$ cat config.mk
export PLATFORM = sky130hd
export DESIGN_NAME = alu_operand_issue
export DESIGN_NICKNAME = d
export VERILOG_FILES = /design/src/rtl/alu_pkg.sv /design/src/rtl/mux32.sv /design/src/rtl/alu_operand_issue.sv
export SDC_FILE = /design/constraint.sdc
export NUM_CORES = 1
export LEC_CHECK = 0
export CORE_ASPECT_RATIO = 0.5
export CORE_MARGIN = 10
export CORE_UTILIZATION = 48
export DETAILED_ROUTE_END_ITERATION = 6
export GPL_TIMING_DRIVEN = 0
export PLACE_DENSITY = 0.79
export SLEW_MARGIN = 20
export SYNTH_ARGS = -nofsm -noshare
export SYNTH_HDL_FRONTEND = slang
export SYNTH_SLANG_ARGS = --single-unit
$ cat constraint.sdc
create_clock -name clk -period 1.87 [get_ports clk]
set_input_delay 0.374 -clock clk [delete_from_list [all_inputs] [get_ports clk]]
set_output_delay 0.374 -clock clk [all_outputs]
set_load 0.05 [all_outputs]
$ cat src/rtl/alu_pkg.sv
// Shared types and widths for the ALU operand issue stage.
// Holds the issue FSM state encoding and the datapath width.
package alu_pkg;

  localparam int ALU_WIDTH = 32;

  typedef enum logic [1:0] {
    IDLE   = 2'd0,
    SETTLE = 2'd1,
    HOLD   = 2'd2
  } issue_state_t;

endpackage

$ cat src/rtl/mux32.sv
// 32-bit two-way select mux built from NAND terms.
// Ports: in0/in1 operands, sel picks in1 when high, mux_out result.
import alu_pkg::*;

module mux32 (
  input  logic [ALU_WIDTH-1:0] in0,
  input  logic [ALU_WIDTH-1:0] in1,
  input  logic                 sel,
  output logic [ALU_WIDTH-1:0] mux_out
);

  logic [ALU_WIDTH-1:0] sel_v;
  logic [ALU_WIDTH-1:0] n0;
  logic [ALU_WIDTH-1:0] n1;

  assign sel_v   = {ALU_WIDTH{sel}};
  assign n0      = ~(in0 & ~sel_v);
  assign n1      = ~(in1 & sel_v);
  assign mux_out = ~(n0 & n1);

endmodule

$ cat src/rtl/alu_operand_issue.sv
// Issue stage: freezes operands into mux32, waits SETTLE_CYCLES, captures.
// Ports: in_* upstream handshake + operands, out_* result handshake, busy.
import alu_pkg::*;

module alu_operand_issue #(
  parameter int SETTLE_CYCLES = 2
) (
  input  logic                 clk,
  input  logic                 rst_n,
  input  logic                 in_valid,
  output logic                 in_ready,
  input  logic [ALU_WIDTH-1:0] in0,
  input  logic [ALU_WIDTH-1:0] in1,
  input  logic                 sel,
  output logic                 out_valid,
  input  logic                 out_ready,
  output logic [ALU_WIDTH-1:0] out_data,
  output logic                 busy
);

  if (SETTLE_CYCLES < 1) begin : g_bad_settle
    $error("SETTLE_CYCLES must be >= 1");
  end

  localparam int CW =
    (SETTLE_CYCLES > 1) ? $clog2(SETTLE_CYCLES) : 1;
  localparam logic [CW-1:0] CNT_LOAD =
    CW'(SETTLE_CYCLES - 1);

  issue_state_t         state;
  logic [CW-1:0]        cnt;
  logic [ALU_WIDTH-1:0] r_in0;
  logic [ALU_WIDTH-1:0] r_in1;
  logic                 r_sel;
  logic [ALU_WIDTH-1:0] mux_out;
  logic                 accept;

  mux32 u_mux (
    .in0     (r_in0),
    .in1     (r_in1),
    .sel     (r_sel),
    .mux_out (mux_out)
  );

  // out_ready -> in_ready is combinational so a
  // result drain and a new load share one edge.
  assign in_ready  = (state == IDLE) |
                     ((state == HOLD) & out_ready);
  assign accept    = in_valid & in_ready;
  assign out_valid = (state == HOLD);
  assign busy      = (state != IDLE);

  always_ff @(posedge clk) begin
    if (!rst_n) begin
      state    <= IDLE;
      cnt      <= '0;
      r_in0    <= '0;
      r_in1    <= '0;
      r_sel    <= 1'b0;
      out_data <= '0;
    end else begin
      if (accept) begin
        r_in0 <= in0;
        r_in1 <= in1;
        r_sel <= sel;
        cnt   <= CNT_LOAD;
        state <= SETTLE;
      end else begin
        unique case (state)
          IDLE: ;
          SETTLE: begin
            if (cnt != '0) begin
              cnt <= cnt - CW'(1);
            end else begin
              out_data <= mux_out;
              state    <= HOLD;
            end
          end
          HOLD: begin
            if (out_ready) state <= IDLE;
          end
          default: state <= IDLE;
        endcase
      end
    end
  end

endmodule

# After elaboration in Yosys (flattened, before gate mapping)
# Cells that the tools add are included.
[totals]
mem_count = 0
latchBits = 0
wordCells = 43
inputBits = 69
output_inout_bits = 35
rom_bits = 0
mem_bits_rw = 0
reg_bits = 100
[op_classes]
add_sub_neg = 1
eq_ne = 7
muxes = 7
shift = 0
n_mul = 0
n_bitwise = 14
n_lt_le_gt_ge = 0
div = 0
reduce_logical = 7
[ops]
columns = ["cell", "n"]
rows = [
  ["32-bit NOT", 4],
  ["32-bit bitwise AND", 3],
  ["3-bit AND reduction", 3],
  ["2-bit one-hot mux with 3 select lines", 1],
  ["1-bit 2-to-1 mux", 4],
  ["2-bit 2-to-1 mux", 2],
  ["2-bit != test, second input constant", 2],
  ["1-bit NOT", 4],
  ["2-bit nonzero test", 2],
  ["3-bit by 1-bit != test with 1-bit output, second input constant", 1],
  ["3-bit != test, second input constant", 1],
  ["1-bit bitwise AND", 2],
  ["2-bit by 1-bit equality test with 1-bit output, second input constant", 1],
  ["2-bit equality test, second input constant", 1],
  ["2-bit logical NOT", 1],
  ["2-bit by 1-bit != test with 1-bit output, second input constant", 1],
  ["2-bit OR reduction", 1],
  ["1-bit OR", 1],
  ["1-bit subtractor, second input constant", 1],
]

# Longest topological paths before layout
# Gate-level depths: netlist of run 1.
[depth]
word_depth = 6
ltp_mapped = 6
ltp_nobuf = 3

# By module
# A second synthesis of run 1 with hierarchy kept.
[unflattened]
hier_cells = 476
area_unflattened_um2 = 4419.2
[by_module_without_submodules]
columns = ["mod", "cells_each", "area_each_um2", "seq_area_each_um2", "n_inst"]
rows = [
  ["alu_operand_issue", 440, 3875.0, 2001.9, 1],
  ["mux32", 36, 544.3, 0.0, 1],
]

# Worst setup path before layout of run 1
# No wires, ideal clock.
[synth_path]
kind = "register -> output"
startpoint = "register state[1]"
endpoint = "output port in_ready"
stages_incl_launch_ff = 3
path_buffers = 0
arrival_time_ns = 1.094
required_time_ns = 1.496
path_slack_ns = 0.402
cell_sequence = "dfxtp_1 nor2b_1 nor2_1"
[synth_between]
elab_chain_len = 3
word_cells_on_any_way = 4
classes_between = "eq/ne: 1; bitwise: 2; reduce/logical: 1"
[synth_rtl]
columns = ["element", "line", "source"]
rows = [
  ["start: declaration", "alu_operand_issue.sv:30", "issue_state_t state;"],
  ["start signal: assignment", "alu_operand_issue.sv:55", "state <= IDLE;"],
  ["start signal: assignment", "alu_operand_issue.sv:67", "state <= SETTLE;"],
  ["start signal: assignment", "alu_operand_issue.sv:76", "state <= HOLD;"],
  ["2-bit equality test", "alu_operand_issue.sv:48", "((state == HOLD) & out_ready);"],
  ["1-bit bitwise AND", "alu_operand_issue.sv:48", ""],
  ["1-bit OR *", "alu_operand_issue.sv:47", "assign in_ready = (state == IDLE) |"],
  ["end: declaration", "alu_operand_issue.sv:11", "output logic in_ready,"],
]
# Every way passes the cells marked *; elsewhere a longest branch is shown, timed or not.

# Final worst setup path of run 1
[layout_path]
startpoint = "input port out_ready"
endpoint = "output port in_ready"
[layout_between]
elab_chain_len = 2
[layout_rtl]
columns = ["element", "line", "source"]
rows = [
  ["start: declaration", "alu_operand_issue.sv:16", "input logic out_ready,"],
  ["1-bit bitwise AND", "alu_operand_issue.sv:48", ""],
  ["1-bit OR", "alu_operand_issue.sv:47", ""],
]
# Every way passes these cells.

==> metrics.txt, run 1 <==
Bufs and invs on worst path=2; cell count after synthesis=408; Post-Route WL=10270 um; slowest stage cell on the critical path=clkdlybuf4s50_1; vias=3206; Slew HR=0.6293; Hold Crit Class=reg2reg; M3 GR Usage=0.04872; fin crit share=0.9787; GRT Util Overall=0.1648; data required time of the worst path=1.50 ns; Main synth FF type=dfxtp_1; final hold violations=0; TNS Setup=0 ns; Via density=5.033; met2 Use GR=0.2720; share of synthesized registers carrying an async set or reset=0; most common library cells after synthesis=nand2_1 (131), dfxtp_1 (100), mux2i_1 (97), o2bb2ai_1 (32), buf_2 (14); per-cell routed wire length=16.13 um; first-pass GRT wire length=16880 um; Post-synth EDFFs=0; met1 usage=0.2019; Yosys cell types=20; # port buffers=102; detailed placement HPWL=7537 um; worst-path cell chain=clkdlybuf4s50_1 > nor2b_1 > nor2_1 > clkdlybuf4s15_2; CTS root buf=clkbuf_16; Worst Clk Skew=0.005316 ns; overall power=0.004692 W; Synth area leaders=dfxtp_1 (50%), mux2i_1 (24%), nand2_1 (12%); Max H-tree Level=3; Placed Area=5166 um2; Initial DRT Pass Iterations=6; Leak=2.341 nW; Final ANT Viol Nets=0; Core Area=8058 um2; peak supply drop=0.0005256 V; cell with the most instances after synthesis=nand2_1; initial antenna violation count=0; share of cells above drive strength 1=0.06667; Setup Crit Path Kind=in2out; FF-to-FF Start=state[0]; PD cells=868.5 nW/um2; NumNets Final=590; final instance area=5403 um2; reg-to-reg slack, setup=0.26 ns; Synthesized Nets=477; Post-CTS Setup Repair Bufs=0; Chip Height=84.59 um; largest net degree at the start of global routing=15; die width=149.2 um; flops & latches, synth=100; total CTS buffers=9; Synth Warn #=0; CP max stage delay=0.49 ns; DR iter-0 viols=106; number of global-route vias before repair=3285; register area share after synthesis=0.4998; WP depth=4; GR peak layer=met2; Reg clk slew, reported paths=0.06 ns; IO Pins=104; Slew Limit Fails=0; CP startpoint=out_ready; reg-to-reg endpoint=out_data[0]; standard-cell rows=23; Worst-Skew Late Latency=0.34 ns; gpl congestion=0.7485; area delta synth->final=34.90%; DRC=0; initial core utilization=0.4970; worst-margin pin slew=0.5561 ns; Synth Area per Inst=9.816 um2; Worst Setup EP=in_ready; CTS tree=done; crit start category=input port; synthesized cell area=4005 um2; grt total ovfl=0; total die area=12620 um2; Worst setup EP type=output pin; RSZ-0062 raised after global routing=false; outcome=finished clean; clk buf depth=2; Max Clk Rate=546.4 MHz; WP data arrival=1.46 ns; clock sinks=100; setup-violating endpoint count in the final report=0; Max Cap Violations=0; min cycle time layout=1.830 ns; cell type with the highest aggregate area in the netlist=dfxtp_1; ant diodes=0; maximum fanout along the worst path=2; R2R cell count=6; share of the synthesized area in the top cell type=0.4998; CP top delay family=buffers and inverters
per-stage QoR:
stage	instances	worst slack [ns]	hold WS, ns	util
after floorplan	408	0.4024	0.4341	-
after global placement	622	-0.3844	0.4423	0.6411
after detailed placement	622	-0.3934	0.4467	0.6411
after CTS	637	0.0008584	0.4569	0.6688
after global routing	637	0.005760	0.4711	0.6705
final	637	0.03978	0.4540	0.6705
cell usage in the layout (no fill, tap or decap), types with 3 or more instances in the layout:
master,instances
nand2_1,131
buf_2,14
clkbuf_16,9
dlygate4sd2_1,25
clkdlybuf4s50_1,67
dfxtp_1,100
buf_1,4
dlymetal6s2s_1,7
clkbuf_1,15
o2bb2ai_1,32
o21a_1,3
mux2i_1,97
flip-flops by register name, summed over array words and instances, names as in the netlist:
register / flops
cnt: 1
r_in1: 32
state: 2
out_data: 32
r_in0: 32
r_sel: 1
what timing repair did:
action,in CTS,in global routing
gates resized for setup,32,9
endpoints found under the hold margin,0,0
setup endpoints to repair,28,8
hold buffers,0,0
routing by layer:
layer,part of all wire,wire length [um]
met1,0.46,4742
met2,0.47,4878
met3,0.049,501
met4,0.015,150
met5,0,0
worst min-delay path, stage by stage, from the launching register on:
cell and delay [ns]:
dfxtp_1 0.31, nand2_1 0.05, mux2i_1 0.05
area by class of cell:
cell class,count,area [um2]
timing repair buffer,102,1005
inverter,1,3.754
buffer,34,168.9
tap,112,140.1
sequential,100,2002
multi-input combinational,273,1831
clock inverter,2,12.51
clock buffer,13,240.2
fill,692,2655
worst min path at each step:
stage / start / to / slack, ns / cells past startpoint
after global routing: out_data[2] / out_data[2] / 0.47 / 1
after CTS: r_in0[9] / r_in0[9] / 0.46 / 2
after detailed placement: r_in1[11] / r_in1[11] / 0.45 / 2
final: r_in0[8] / r_in0[8] / 0.45 / 2
after floorplan: r_in0[0] / r_in0[0] / 0.43 / 2
after global placement: r_in1[19] / r_in1[19] / 0.44 / 2
report_power, final:
| part | switching, W | total, W | internal [W] | leakage, nW |
|---|---|---|---|---|
| Combinational | 0.000377 | 0.000715 | 0.000339 | 1.40 |
| Clock | 0.000766 | 0.00166 | 0.000895 | 0.120 |
| Sequential | 0.0000615 | 0.00232 | 0.00225 | 0.818 |
| Total | 0.00120 | 0.00469 | 0.00349 | 2.34 |
cell families (layout without fill, tap and decap cells):
kind of cell           after synthesis  after routing  share of synthesized area
AOI/OAI and AO/OA                   36             36                    0.07748
DFF                                100            100                     0.4998
and+or+nand+nor                    140            140                     0.1371
muxes                               97             97                     0.2424
buffers and inverters               35            152                    0.04311
Power figures use the tool's default switching activity.
==> run 2: changes to the inputs <==
- REMOVE_ABC_BUFFERS: unset -> 1
==> metrics.txt, run 2 (synthesis results as in run 1) <==
setup-violating endpoint count in the final report=0 (unchanged); Worst Clk Skew=0.005533 ns (+0.0002170 ns); Max Clk Rate=558.3 MHz (+2.2%); first-pass GRT wire length=15400 um (-8.8%); # port buffers=103 (+0.98%); clock sinks=100 (unchanged); TNS Setup=0 ns (unchanged); Hold Crit Class=in2reg; Initial DRT Pass Iterations=4 (-2); per-cell routed wire length=15.45 um (-4.2%); min cycle time layout=1.791 ns (-0.03907 ns); Via density=4.907 (-2.5%); crit start category=flop; Setup Crit Path Kind=reg2out; Placed Area=5187 um2 (+0.41%); biggest regs=out_data x32, r_in0 x32, r_in1 x32; Post-Route WL=9517 um (-7.4%); share of cells above drive strength 1=0.07341 (+0.006746); total CTS buffers=9 (unchanged); NumNets Final=568 (-3.7%); gpl congestion=0.7050 (-5.8%); CP max stage delay=0.54 ns (+0.05 ns); Finished Layout Cells=616 (-3.3%); outcome=finished clean; grt total ovfl=0 (unchanged); clk buf depth=2 (unchanged); Final ANT Viol Nets=0 (unchanged); final hold violations=0 (unchanged); pre-CTS setup slack=-0.5305 ns (-0.1371 ns); total die area=12620 um2 (unchanged); vias=3023 (-5.7%); data required time of the worst path=1.50 ns (about the same); Slew Limit Fails=0 (unchanged); Placed Cells=598 (-3.9%); IO Pins=104 (unchanged); initial core utilization=0.4970 (unchanged); most frequent cells in the layout=nand2_1 (130), dfxtp_1 (99), mux2i_1 (97); DR iter-0 viols=200 (+89%); worst-margin pin slew=0.6223 ns (+0.06627 ns); ant diodes=0 (unchanged); Hold WS=0.3683 ns (-0.08568 ns); die width=149.2 um (unchanged); final instance area=5497 um2 (+1.7%); hold buffers post-CTS=0 (unchanged); number of global-route vias before repair=3068 (-6.6%); PD cells=876.1 nW/um2 (+0.88%); Reg clk slew, reported paths=0.07 ns (about the same); Core Area=8058 um2 (unchanged); Worst-Skew Late Latency=0.34 ns (about the same); Max H-tree Level=3 (unchanged); detailed placement HPWL=6451 um (-14%); maximum fanout along the worst path=4 (+2); fin crit share=0.9578 (-0.02089); worst-path cell chain=inv_1 > nor2_1 > dlygate4sd2_1; slowest stage cell on the critical path=dlygate4sd2_1; Worst setup EP type=output pin; Max Cap Violations=0 (unchanged); Chip Height=84.59 um (unchanged); GRT Util Overall=0.1491 (-0.01570); initial antenna violation count=0 (unchanged); CTS tree=done; Leak=2.419 nW (+3.3%); Slew HR=0.5851 (-0.04418); peak supply drop=0.0005394 V (+2.6%); most common cell after layout, fill and taps aside=nand2_1; largest net degree at the start of global routing=113 (+98); CTS root buf=clkbuf_16; setup slack after layout=0.07885 ns (+0.03907 ns); WP data arrival=1.42 ns (-0.04 ns); DRC=0 (unchanged); standard-cell rows=23 (unchanged); area delta synth->final=37.24%
run 2: changes by cell type in the layout (fill, tap and decap cells not counted), sizes merged:
cell / previous run / this run
buf: 22 / 12
clkbuf: 26 / 13
clkdlybuf4s15: 2 / 1
clkinv: 1 / 3
dlygate4sd2: 25 / 23
dlymetal6s2s: 7 / 10
run 2: critical path: cells and delay by family, from the launching register on:
family / cells / cell delay [ns]
buffers and inverters: 2 / 0.63
flip-flops: 1 / 0.37
AND/OR/NAND/NOR: 1 / 0.08
run 2: power by group:
part / total, W / switching, W / leakage, nW / internal [W]
Sequential: 0.00233 / 0.0000793 / 0.818 / 0.00226
Combinational: 0.000715 / 0.000350 / 1.46 / 0.000365
Clock: 0.00177 / 0.000763 / 0.144 / 0.00100
run 2: final timing paths:
path | from | endpoint | slack [ns] | cells after the start
worst max-delay path | state[1] | out_valid | 0.08 | 3
worst min-delay path | rst_n | r_in0[11] | 0.37 | 3
worst max register to register | state[1] | r_in1[21] | 0.21 | 6
worst min register to register | r_in0[17] | r_in0[17] | 0.45 | 2
run 2: routing by layer:
layer	GRT usage	routed length (um)	vias up
met2	0.2632	4765	43
met4	0.03986	110	0
met1	0.1748	4301	1410
met5	0	0	-
met3	0.04015	339	11
li1	-	-	1559
run 2: what timing repair did:
item,4_1_cts,5_1_grt
gates resized for setup,29,13
endpoints found under the setup margin,71,12
setup buffers,2,0
pin swaps,1,1
run 2: final cells by class:
class	count	area (um2)
clock inverters	4	22.52
repair buffers	114	1201
inverters	1	3.754
well taps	112	140.1
flip-flops and latches	100	2003
multi-input cells	273	1859
clock buffers	12	266.5
fillers	660	2561
run 2: metrics by stage:
| step | total power [W] | utilization |
|---|---|---|
| floorplan | 0.002769 | - |
| global placement | 0.003095 | 0.6214 |
| detailed placement | 0.003104 | 0.6438 |
| CTS | 0.004867 | 0.6792 |
| global route | 0.005009 | 0.6821 |
| finish | 0.004816 | 0.6821 |
==> run 3: changes to the inputs <==
- ABC_AREA: unset -> 1
- CORE_UTILIZATION: 48 -> 52
- PLACE_DENSITY: 0.79 -> 0.81
- SKIP_LAST_GASP: unset -> 1
==> metrics.txt, run 3 <==
# port buffers=103 (unchanged); pre-CTS setup slack=-0.5463 ns (-0.01577 ns); area delta synth->final=27.13%; Reg clk slew, reported paths=0.07 ns (about the same); CP top delay family=buffers and inverters; Worst-Skew Late Latency=0.34 ns (about the same); PD cells=877.4 nW/um2 (+0.14%); WP depth=1 (-2); NumNets Final=985 (+73%); Bufs and invs on worst path=1 (-1); DRC=0 (unchanged); Via density=4.478 (-8.8%); clock sinks=100 (unchanged); share of the synthesized area in the top cell type=0.3890 (-0.1108); Leak=3.893 nW (+61%); Post-Route WL=12300 um (+29%); biggest regs=out_data x32, r_in0 x32, r_in1 x32; Synth Warn #=0 (unchanged); per-cell routed wire length=11.66 um (-25%); standard-cell rows=25 (+8.7%); FF-to-FF Start=state[0]; peak supply drop=0.0004920 V (-8.8%); initial core utilization=0.5394 (+0.04236); largest net degree at the start of global routing=73 (-35%); R2R cell count=6 (unchanged); crit start category=flop; Slew HR=0.5168 (-0.06827); number of global-route vias before repair=4368 (+42%); Worst Clk Skew=0.009122 ns (+0.003588 ns); setup-violating endpoint count in the final report=0 (unchanged); share of synthesized registers carrying an async set or reset=0 (unchanged); Yosys cell types=15 (-25%); outcome=finished clean; synthesized cell area=5146 um2 (+28%); Max H-tree Level=3 (unchanged); final hold violations=0 (unchanged); Main synth FF type=dfxtp_1; Max Clk Rate=541.2 MHz (-3.1%); die width=160.7 um (+7.7%); initial antenna violation count=0 (unchanged); CTS root buf=clkbuf_16; Hold Crit Class=in2reg; TNS Setup=0 ns (unchanged); RSZ-0062 raised after global routing=true; final core utilization=0.6858 (+0.003627); first-pass GRT wire length=20100 um (+31%); IO Pins=104 (unchanged); gpl congestion=0.7221 (+2.4%); setup slack after layout=0.02232 ns (-0.05653 ns); Initial DRT Pass Iterations=4 (unchanged); Max Cap Violations=0 (unchanged); Chip Height=90.35 um (+6.8%); cell type with the highest aggregate area in the netlist=dfxtp_1; CTS tree=done; reg-to-reg endpoint=out_data[0]; DR iter-0 viols=267 (+34%); Core Area=9540 um2 (+18%); slowest stage cell on the critical path=clkdlybuf4s50_1; flops & latches, synth=100 (unchanged); Synth area leaders=dfxtp_1 (39%), nand2_1 (17%), inv_1 (17%); Setup Crit Path Kind=reg2out; final instance area=6543 um2 (+19%); maximum fanout along the worst path=2 (-2); cell with the most instances after synthesis=nand2_1; Placed Area=6136 um2 (+18%); worst-path cell chain=clkdlybuf4s50_1; CP max stage delay=0.81 ns (+0.27 ns); Worst Setup EP=out_data[28]; Post-CTS Setup Repair Bufs=0 (-2); most frequent cells in the layout=inv_1 (231), nand2_1 (230), nor2_1 (130); Synth Area per Inst=6.047 um2 (-38%); worst-margin pin slew=0.7247 ns (+0.1024 ns); most common library cells after synthesis=nand2_1 (232), inv_1 (231), nor2_1 (130), dfxtp_1 (100), nand4_1 (65); cell count after synthesis=851 (+110%); total CTS buffers=9 (unchanged); Final ANT Viol Nets=0 (unchanged); data required time of the worst path=1.50 ns (about the same); CP startpoint=out_data[28]; Post-synth EDFFs=0 (unchanged); GRT Util Overall=0.1616 (+0.01253); Hold WS=0.4204 ns (+0.05211 ns); fin crit share=0.9881 (+0.03023); detailed placement HPWL=7249 um (+12%); register area share after synthesis=0.3890 (-0.1108); hold buffers post-CTS=0 (unchanged); Worst setup EP type=output pin; reg-to-reg slack, setup=0.21 ns (about the same); grt total ovfl=0 (unchanged); WP data arrival=1.47 ns (+0.05 ns); clk buf depth=2 (unchanged); min cycle time layout=1.848 ns (+0.05653 ns); Slew Limit Fails=0 (unchanged); vias=4724 (+56%); total die area=14520 um2 (+15%); share of cells above drive strength 1=0.03261 (-0.04080); most common cell after layout, fill and taps aside=inv_1; ant diodes=0 (unchanged)
[run 3: cell type report]
cell class	count	area [um2]
Sequential cell	100	2004
Clock buffer	11	242.7
Tap cell	135	168.9
Timing Repair Buffer	106	1114
Clock inverter	4	97.59
Multi-Input combinational cell	467	2018
Inverter	232	897.1
Fill cell	850	2998
[run 3: repair_timing]
| action | in CTS | in global routing |
|---|---|---|
| cloned | 0 | 1 |
| gates resized for setup | 25 | 25 |
| setup endpoints to repair | 108 | 106 |
[run 3: logic make-up after synthesis]
group / Yosys count / share of synthesized area
simple gates: 429 / 0.3462
buf+inv: 285 / 0.2288
flops: 100 / 0.3890
compound gates: 37 / 0.03598
[run 3: metal layers]
layer | wire (um) | GRT usage | vias up
met5 | 0 | 0 | -
met1 | 5564 | 0.1831 | 2056
li1 | - | - | 2583
met3 | 571 | 0.03913 | 5
met4 | 49 | 0.03723 | 0
met2 | 6113 | 0.2988 | 80
[run 3: metrics by stage]
step	power, W	std cells
after floorplan	0.003204	798
after global placement	0.003653	1036
after detailed placement	0.003670	1039
after CTS	0.005794	1054
after global routing	0.006060	1055
final	0.005740	1055
[run 3: worst min-delay path by stage]
stage,cells after the start,start,slack (ns),end
2_1_floorplan,2,cnt,0.45,state[0]
3_3_place_gp,2,cnt,0.46,state[0]
3_5_place_dp,2,cnt,0.48,state[0]
4_1_cts,3,rst_n,0.42,out_data[5]
5_1_grt,3,rst_n,0.43,out_data[19]
6_report,3,rst_n,0.42,r_in0[5]
[run 3: report_power, final]
group          leakage (nW)  internal, W  total [W]  switching, W
registers             0.827      0.00231    0.00240     0.0000885
clock network         0.162      0.00134    0.00213      0.000788
logic                  2.90     0.000463    0.00121      0.000751
